## src/rtl/mips_pkg.sv

```systemverilog
// rtl/mips_pkg.sv - shared control-flow types and constants for EX branch resolution
package mips_pkg;

  // Control-instruction class presented by decode; 3..7 are not control-flow.
  typedef enum logic [2:0] {
    BR_COND = 3'd0,
    BR_J    = 3'd1,
    BR_JR   = 3'd2
  } br_type_t;

  // Resolve FSM: idle, waiting for the delay slot to be fetched, offering the redirect.
  typedef enum logic [1:0] {
    ST_IDLE      = 2'd0,
    ST_WAIT_SLOT = 2'd1,
    ST_REDIRECT  = 2'd2
  } br_state_t;

  localparam logic [31:0] PC_INC = 32'd4;

endpackage

```

## src/rtl/branch_resolve_if.sv

```systemverilog
// rtl/branch_resolve_if.sv - redirect handshake between branch resolution and fetch
interface branch_resolve_if;

  logic        redirect_valid;
  logic [31:0] redirect_pc;
  logic        redirect_ready;
  logic        flush_if;

  modport master (
    output redirect_valid,
    output redirect_pc,
    output flush_if,
    input  redirect_ready
  );

  modport slave (
    input  redirect_valid,
    input  redirect_pc,
    input  flush_if,
    output redirect_ready
  );

endinterface

```

## src/rtl/br_target_calc.sv

```systemverilog
// rtl/br_target_calc.sv - combinational branch/jump target selection
module br_target_calc
  import mips_pkg::*;
(
  input  logic [2:0]  br_type,
  input  logic [31:0] pc,
  input  logic [25:0] target,
  input  logic [31:0] rs,
  output logic [31:0] tgt
);

  logic [31:0] pc4;
  logic [31:0] cond_off;

  assign pc4      = pc + PC_INC;
  assign cond_off = {{14{target[15]}}, target[15:0], 2'b00};

  // Pick the target for the instruction class; JR passes rs through unaligned.
  always_comb begin
    tgt = rs;
    case (br_type)
      BR_COND: tgt = pc4 + cond_off;
      BR_J:    tgt = {pc4[31:28], target, 2'b00};
      default: tgt = rs;
    endcase
  end

endmodule

```

## src/rtl/branch_resolve.sv

```systemverilog
// rtl/branch_resolve.sv - EX branch resolution with delay-slot wait and fetch redirect
module branch_resolve
  import mips_pkg::*;
#(
  parameter logic [31:0] RESET_PC = 32'h0000_0000
) (
  input  logic             clk,
  input  logic             rst_n,
  input  logic             ex_valid,
  input  logic [2:0]       ex_br_type,
  input  logic [31:0]      ex_pc,
  input  logic [25:0]      ex_target,
  input  logic [31:0]      ex_rs,
  input  logic             alu_z,
  input  logic             ds_fetched,
  output logic             ex_stall,
  branch_resolve_if.master rd,
  output logic [31:0]      br_cnt,
  output logic [31:0]      taken_cnt
);

  br_state_t   state_q, state_d;
  logic [31:0] tgt;
  logic [31:0] redirect_pc_q;
  logic [31:0] br_cnt_q;
  logic [31:0] taken_cnt_q;
  logic        accept;
  logic        taken;

  br_target_calc u_calc (
    .br_type (ex_br_type),
    .pc      (ex_pc),
    .target  (ex_target),
    .rs      (ex_rs),
    .tgt     (tgt)
  );

  assign accept = ex_valid && (ex_br_type <= 3'd2) && (state_q == ST_IDLE);
  // alu_z low means the compare condition held.
  assign taken  = (ex_br_type == BR_COND) ? !alu_z : 1'b1;

  assign ex_stall          = (state_q != ST_IDLE);
  assign rd.redirect_valid = (state_q == ST_REDIRECT);
  assign rd.redirect_pc    = redirect_pc_q;
  assign rd.flush_if       = rd.redirect_valid && rd.redirect_ready;
  assign br_cnt            = br_cnt_q;
  assign taken_cnt         = taken_cnt_q;

  // State register; reset abandons any pending redirect.
  always_ff @(posedge clk) begin
    if (!rst_n) state_q <= ST_IDLE;
    else        state_q <= state_d;
  end

  // Next state: a taken branch waits for its delay slot before redirecting fetch.
  always_comb begin
    state_d = state_q;
    case (state_q)
      ST_IDLE:      if (accept && taken) state_d = ds_fetched ? ST_REDIRECT : ST_WAIT_SLOT;
      ST_WAIT_SLOT: if (ds_fetched) state_d = ST_REDIRECT;
      ST_REDIRECT:  if (rd.redirect_ready) state_d = ST_IDLE;
      default:      state_d = ST_IDLE;
    endcase
  end

  // Target captured only on a taken accept so it holds steady while offered.
  always_ff @(posedge clk) begin
    if (!rst_n)              redirect_pc_q <= RESET_PC;
    else if (accept && taken) redirect_pc_q <= tgt;
  end

  // Wrapping performance counters: accepted control instructions and completed redirects.
  always_ff @(posedge clk) begin
    if (!rst_n) begin
      br_cnt_q    <= 32'd0;
      taken_cnt_q <= 32'd0;
    end else begin
      if (accept)      br_cnt_q    <= br_cnt_q + 32'd1;
      if (rd.flush_if) taken_cnt_q <= taken_cnt_q + 32'd1;
    end
  end

endmodule

```

## src/flat_wrapper.sv

```systemverilog
// flat-port wrapper written by rule: the top's interface ports become plain ports
module branch_resolve_flat import mips_pkg::*;
#(
  parameter logic [31:0] RESET_PC = 32'h0000_0000
)
  (clk, rst_n, ex_valid, ex_br_type, ex_pc, ex_target, ex_rs, alu_z, ds_fetched, ex_stall, br_cnt, taken_cnt, rd_redirect_valid, rd_redirect_pc, rd_flush_if, rd_redirect_ready);
  branch_resolve_if rd_i ();
  input  logic clk;
  input  logic rst_n;
  input  logic ex_valid;
  input  logic [2:0] ex_br_type;
  input  logic [31:0] ex_pc;
  input  logic [25:0] ex_target;
  input  logic [31:0] ex_rs;
  input  logic alu_z;
  input  logic ds_fetched;
  output logic ex_stall;
  output logic [31:0] br_cnt;
  output logic [31:0] taken_cnt;
  output wire logic [$bits(rd_i.redirect_valid)-1:0] rd_redirect_valid;
  output wire logic [$bits(rd_i.redirect_pc)-1:0] rd_redirect_pc;
  output wire logic [$bits(rd_i.flush_if)-1:0] rd_flush_if;
  input wire logic [$bits(rd_i.redirect_ready)-1:0] rd_redirect_ready;
  assign rd_redirect_valid = rd_i.redirect_valid;
  assign rd_redirect_pc = rd_i.redirect_pc;
  assign rd_flush_if = rd_i.flush_if;
  assign rd_i.redirect_ready = rd_redirect_ready;
  branch_resolve #(.RESET_PC(RESET_PC)) u_core (.clk(clk), .rst_n(rst_n), .ex_valid(ex_valid), .ex_br_type(ex_br_type), .ex_pc(ex_pc), .ex_target(ex_target), .ex_rs(ex_rs), .alu_z(alu_z), .ds_fetched(ds_fetched), .ex_stall(ex_stall), .rd(rd_i), .br_cnt(br_cnt), .taken_cnt(taken_cnt));
endmodule
```

## config.mk

```make
export PLATFORM = sky130hd
export DESIGN_NAME = branch_resolve_flat
export DESIGN_NICKNAME = d
export VERILOG_FILES = /design/src/rtl/mips_pkg.sv /design/src/rtl/branch_resolve_if.sv /design/src/rtl/br_target_calc.sv /design/src/rtl/branch_resolve.sv /design/src/flat_wrapper.sv
export SDC_FILE = /design/constraint.sdc
export NUM_CORES = 1
export LEC_CHECK = 0
export CORE_MARGIN = 3
export CORE_UTILIZATION = 49
export CTS_BUF_LIST = sky130_fd_sc_hd__clkbuf_2
export CTS_CLUSTER_SIZE = 16
export DETAILED_ROUTE_END_ITERATION = 10
export PLACE_DENSITY = 0.94
export SYNTH_ARGS = -nofsm -noshare
export SYNTH_HDL_FRONTEND = slang
export SYNTH_SLANG_ARGS = --single-unit
export TNS_END_PERCENT = 100
```

## constraint.sdc

```tcl
create_clock -name clk -period 4.1 [get_ports clk]
set_input_delay 0.615 -clock clk [delete_from_list [all_inputs] [get_ports clk]]
set_output_delay 0.615 -clock clk [all_outputs]
set_load 0.01 [all_outputs]
```

# Word-level counts from Yosys, hierarchy flattened
# Cells that the tools add are included.
# Widths: inputs -> output; s select.
word_totals:
  reg_bits: 98
  out_inout_bits: 99
  word_cells: 31
op_classes:
  add_sub_neg: 4
  n_lt_le_gt_ge: 1
  n_eq_ne: 6
  mux: 7
  reduce_logical: 9
op_table:
  columns: ["cell", "n"]
  rows:
  - ["$add 32x1->32 const B", 2]
  - ["$pmux 32 s2", 1]
  - ["$add 32x3->32 const B", 1]
  - ["$add 32x32->32", 1]
  - ["$mux 2", 4]
  - ["$ne 2x2->1 const B", 3]
  - ["$pmux 2 s3", 1]
  - ["$logic_and 1x1->1", 4]
  - ["$eq 3x1->1 const B", 1]
  - ["$le 3x2->1 const B", 1]
  - ["$logic_not 3->1", 1]
  - ["$reduce_and 3->1", 1]
  - ["$eq 2x1->1 const B", 1]
  - ["$eq 2x2->1 const B", 1]
  - ["$logic_not 2->1", 1]
  - ["$reduce_bool 2->1", 1]
  - ["$logic_not 1->1", 1]
  - ["$mux 1", 1]

# Longest topological paths before layout
depth:
  ltp_word: 6
  depth_mapped: 15

# Cells and area by module
# A second synthesis with hierarchy kept.
hier_totals:
  hier_cells: 940
  hier_area_um2: 7070.5
modules_own_cells:
  columns: ["mod", "instances", "cells_per_inst", "area_per_inst_um2", "seq_area_each_um2"]
  rows:
  - ["branch_resolve", 1, 518, 4340.4, 1961.9]
  - ["br_target_calc", 1, 422, 2730.1, 0.0]

# Worst setup path before layout
# No wires, ideal clock.
synth_timing:
  path_type: "input to register"
  startpoint: "in ex_pc[4]"
  endpoint: "reg u_core.redirect_pc_q[29], in the netlist u_core.rd.redirect_pc[29]"
  setup_time_ns: 0.130
  arrival_time_ns: 3.438
  required_ns: 3.970
  setup_slack_ns: 0.533
  stages: 14
  path_buffers: 0
  path_cell_list: "and4_1 nand3_1 nor2_1 nand3_1 xnor2_1 ha_1 a21oi_1 o21ai_0 a2111oi_0 nor4_1 o31a_1 a211oi_1 mux2i_1 o21ai_0"
synth_via:
  elab_chain_cells: 3
synth_rtl:
  columns: ["item", "line", "rtl"]
  rows:
  - ["start: declaration", "flat_wrapper.sv:12", "input logic [31:0] ex_pc;"]
  - ["$add 32x3->32 *", "br_target_calc.sv:15", "assign pc4 = pc + PC_INC;"]
  - ["$add 32x32->32", "br_target_calc.sv:22", "BR_COND: tgt = pc4 + cond_off;"]
  - ["$pmux 32 s2 *", "br_target_calc.sv:21", "case (br_type)"]
  - ["end signal: assignment", "branch_resolve.sv:69", "else if (accept && taken) redirect_pc_q <= tgt;"]
  - ["end: declaration", "branch_resolve.sv:24", "logic [31:0] redirect_pc_q;"]
# Every way passes the cells marked *; elsewhere a longest branch is shown, timed or not.
# A chain may end at the register's enable or synchronous reset.

# Final worst setup path
# Ends and elaborated chain as after synthesis.

==> summary.txt <==
Status = complete, no violations
Number of antenna violations at the first check in global routing = 0
Longest Clk Path Bufs = 2
Storage element area = 1962 um^2
Die boundary height = 122.3 um
Pwr dens = 231.9 nW/um^2
Die Span X = 122.3 um
Final Hold Vio Count = 0
Iteration-0 DRC Markers = 682
Endpoint kind of the worst setup timing path = flop
Drt drc = 0
Placeable core region = 12930 um^2
Commonest cells after routing, fill and taps aside = sky130_fd_sc_hd__clkdlybuf4s50_1 (196), sky130_fd_sc_hd__dfxtp_1 (98), sky130_fd_sc_hd__nand2_1 (94), sky130_fd_sc_hd__nor2_1 (94), sky130_fd_sc_hd__buf_4 (64)
Register-to-Register Setup Slack = 1.43 ns
Transition time at the pin with the least slew margin = 0.9713 ns
CP Class = primary input to flop
Async set or reset register ratio after synthesis = 0%
Initial Util = 51.27%
Min-Delay Path Class = flop to flop
Number of buffers created by CTS = 9
Worst IR Drop VDD = 0.1849 mV
Filler cell count in the final layout = 1038
Insertion delay of the later-clocked pin in the worst-skew pair = 0.58 ns
Clock-pin slew of the registers on the worst-case setup and hold paths = 0.29 ns
Number of enable flip-flop cells after synthesis = 0
Setup skew after layout = 0.03608 ns
Yosys synthesis warning count = 0
Placed standard-cell area = 9140 um^2
Leading cell types by total area after synthesis = sky130_fd_sc_hd__dfxtp_1 (30%), sky130_fd_sc_hd__xor2_1 (7.9%), sky130_fd_sc_hd__ha_1 (6.8%), sky130_fd_sc_hd__xnor2_1 (5.8%), sky130_fd_sc_hd__nor2_1 (5.4%)
Mean post-synth cell area = 7.788 um^2
I/O Buffers = 197
Antenna violation net count after detailed routing = 0
Setup Buffers After CTS = 0
Vias per inst = 5.800
Max Cap Viol = 0
Data arrival time of the worst path = 4.08 ns
Final count of negative-setup-slack endpoints = 0
Layout Nets = 1222
CTS resizes = 0
Portion of synthesized cell area occupied by the leading cell type = 29.60%
Wire length of the first global-routing pass = 33.55 mm
CTS tree = built
Tightest hold margin = 0.4748 ns
Final Power = 2.147 mW
F_max = 279.8 MHz
Post-synthesis to final-layout area growth = 39.70%
Final estimated routing congestion in global placement = 0.8986
Pin count of the biggest net entering global routing = 50
Biggest fanout along the worst timing path = 3
Final non-filler cell total = 1263
Final core utilization = 71.62%
Cell taking the most area after synthesis = sky130_fd_sc_hd__dfxtp_1
Clock root cell = sky130_fd_sc_hd__clkbuf_2
Minimum setup slack in the final design = 0.5261 ns
Predominant post-synthesis flop cell = sky130_fd_sc_hd__dfxtp_1
Final slew viol count = 0
Global-route congestion overflow total = 0
Synthesized net count = 987
Worst hold path startpoint = u_core.rd.redirect_pc[7]$_SDFFE_PN0P_
Count of H-tree levels built during CTS = 3
Hold-fix buffers at CTS = 0
Hold-critical path depth = 2
Leakage Power = 3.504 nW
Wire per inst = 16.71 um
Fin crit period = 3.574 ns
Instance count after placement with tap cells included = 1247
Number of synthesized register bits = 98
Full die area = 14960 um^2
Number of global-route vias before repair = 6961
Most common cell after layout, fill and taps aside = sky130_fd_sc_hd__clkdlybuf4s50_1
Area taken by multi-input logic gates = 4456 um^2
Post-detailed-routing wire length = 21.11 mm
Endpoint of the worst-slack reg-to-reg timing path = u_core.br_cnt[30]$_SDFFE_PN0P_
Data required time at the worst endpoint = 4.61 ns
Half-perimeter wire length after placement = 16.62 mm
Fraction of final layout cells sized beyond drive strength 1 = 8.983%
Pre-CTS setup slack = -0.06516 ns
Netlist Area Pre-Place = 6628 um^2
Count of unique library cells instantiated by Yosys = 64
Clock sink count = 98
Number of rows in the core area = 41
Via count = 7326
Worst slew margin relative to its limit = 35.18%
Ratio of final minimum period to clock period = 87.17%
# IOs = 198
Antenna diode count = 0
Critical register-to-register path startpoint = u_core.state_q[1]$_SDFFE_PN0P_
Hold-critical path endpoint = u_core.rd.redirect_pc[7]$_SDFFE_PN0P_
Drt first pass iters = 5
Number of standard cells after synthesis = 851
Setup TNS = 0 ns
Overall fraction of global-route tracks in use = 27.76%
Worst r2r path cells = 6
Setup repair after global routing missed its margin = false
Share of the yosys chip area belonging to registers = 29.60%
Fin area = 9259 um^2
Category of the worst setup path launch point = primary input
-- logic make-up after synthesis --
group	share of synthesized area, %
simple gates	26.85
compound gates	18.60
xor+xnor	13.74
flops	29.60
buf+inv	3.209
fa+ha+maj	7.098
mux	0.9062
-- worst max-delay path by stage --
stage	from	endpoint	slack, ns	cells after the start
final	ex_pc[4]	u_core.rd.redirect_pc[29]$_SDFFE_PN0P_	0.53	17
after global routing	ex_pc[4]	u_core.rd.redirect_pc[29]$_SDFFE_PN0P_	0.34	16
after CTS	ex_pc[4]	u_core.rd.redirect_pc[29]$_SDFFE_PN0P_	0.63	17
after detailed placement	ex_pc[4]	u_core.rd.redirect_pc[29]$_SDFFE_PN0P_	-0.07	17
after global placement	ex_pc[4]	u_core.rd.redirect_pc[29]$_SDFFE_PN0P_	0.06	16
after floorplan	ex_pc[4]	u_core.rd.redirect_pc[29]$_SDFFE_PN0P_	0.53	14
-- report_power, final --
group,leakage (nW),switching [mW],internal [mW]
Combinational,2.64,0.336,0.323
Clock,0.0731,0.349,0.146
Sequential,0.793,0.0145,0.979
Total,3.50,0.699,1.45
-- critical path, cell delays in order --
cell,delay (ns)
sky130_fd_sc_hd__clkdlybuf4s50_1,0.48
sky130_fd_sc_hd__and4_1,0.23
sky130_fd_sc_hd__buf_4,0.13
sky130_fd_sc_hd__nand4_2,0.12
sky130_fd_sc_hd__nor2_1,0.18
sky130_fd_sc_hd__buf_4,0.15
sky130_fd_sc_hd__nand3_1,0.10
sky130_fd_sc_hd__xnor2_1,0.16
sky130_fd_sc_hd__ha_1,0.22
sky130_fd_sc_hd__a21o_1,0.18
sky130_fd_sc_hd__a2111oi_0,0.41
sky130_fd_sc_hd__buf_4,0.19
sky130_fd_sc_hd__nor4_1,0.04
sky130_fd_sc_hd__o31a_1,0.29
sky130_fd_sc_hd__a211oi_1,0.28
sky130_fd_sc_hd__mux2i_1,0.22
sky130_fd_sc_hd__o21ai_0,0.10
-- metal layers --
metal | vias to the layer above | share of wire (%) | global-route usage, %
met1 | 3413 | 42 | 35.49
li1 | 3531 | - | -
met2 | 348 | 49 | 48.23
met5 | - | 0 | 0
met3 | 34 | 7.5 | 4.700
met4 | 0 | 1.8 | 7.698
-- registers in the layout, summed over array words and instances, names as in the netlist --
name                   count
u_core.br_cnt             32
u_core.rd.redirect_pc     32
u_core.state_q             2
u_core.taken_cnt          32
-- Yosys cell counts (2+ instances only) --
cell / n
sky130_fd_sc_hd__nor3b_1: 4
sky130_fd_sc_hd__o31a_1: 2
sky130_fd_sc_hd__a21o_1: 9
sky130_fd_sc_hd__o21ai_0: 47
sky130_fd_sc_hd__mux2i_1: 6
sky130_fd_sc_hd__xnor2_1: 44
sky130_fd_sc_hd__nand2_1: 94
sky130_fd_sc_hd__o2111ai_1: 2
sky130_fd_sc_hd__o21bai_1: 5
sky130_fd_sc_hd__o211ai_1: 19
sky130_fd_sc_hd__and4_1: 8
sky130_fd_sc_hd__a22oi_1: 2
sky130_fd_sc_hd__buf_2: 5
sky130_fd_sc_hd__and3_1: 16
sky130_fd_sc_hd__or3_2: 2
sky130_fd_sc_hd__ha_1: 36
sky130_fd_sc_hd__nand4_2: 2
sky130_fd_sc_hd__dfxtp_1: 98
sky130_fd_sc_hd__o21a_1: 4
sky130_fd_sc_hd__a31oi_1: 9
sky130_fd_sc_hd__inv_1: 15
sky130_fd_sc_hd__and3b_1: 2
sky130_fd_sc_hd__a2111oi_0: 2
sky130_fd_sc_hd__and2_1: 4
sky130_fd_sc_hd__xor2_1: 60
sky130_fd_sc_hd__or2_2: 3
sky130_fd_sc_hd__or3_1: 13
sky130_fd_sc_hd__o221ai_1: 2
sky130_fd_sc_hd__nor2b_1: 6
sky130_fd_sc_hd__nor2_1: 95
sky130_fd_sc_hd__a221oi_1: 5
sky130_fd_sc_hd__o31ai_1: 2
sky130_fd_sc_hd__a21oi_1: 61
sky130_fd_sc_hd__a211o_1: 2
sky130_fd_sc_hd__clkbuf_1: 30
sky130_fd_sc_hd__a311o_1: 2
sky130_fd_sc_hd__nor3_1: 17
sky130_fd_sc_hd__nor4_1: 8
sky130_fd_sc_hd__or4_1: 2
sky130_fd_sc_hd__nand4_1: 27
sky130_fd_sc_hd__nand3_1: 43
sky130_fd_sc_hd__nand2b_1: 5
sky130_fd_sc_hd__a211oi_1: 10
-- layout make-up --
class	instances	area share (%)
tap	172	2.324
clock inverter	7	0.7973
inverter	16	0.6486
multi-input combinational	700	48.12
timing repair buffer	261	26.43
clock buffer	9	0.4865
sequential	98	21.19
No activity file was read; power rests on OpenSTA's default activity.
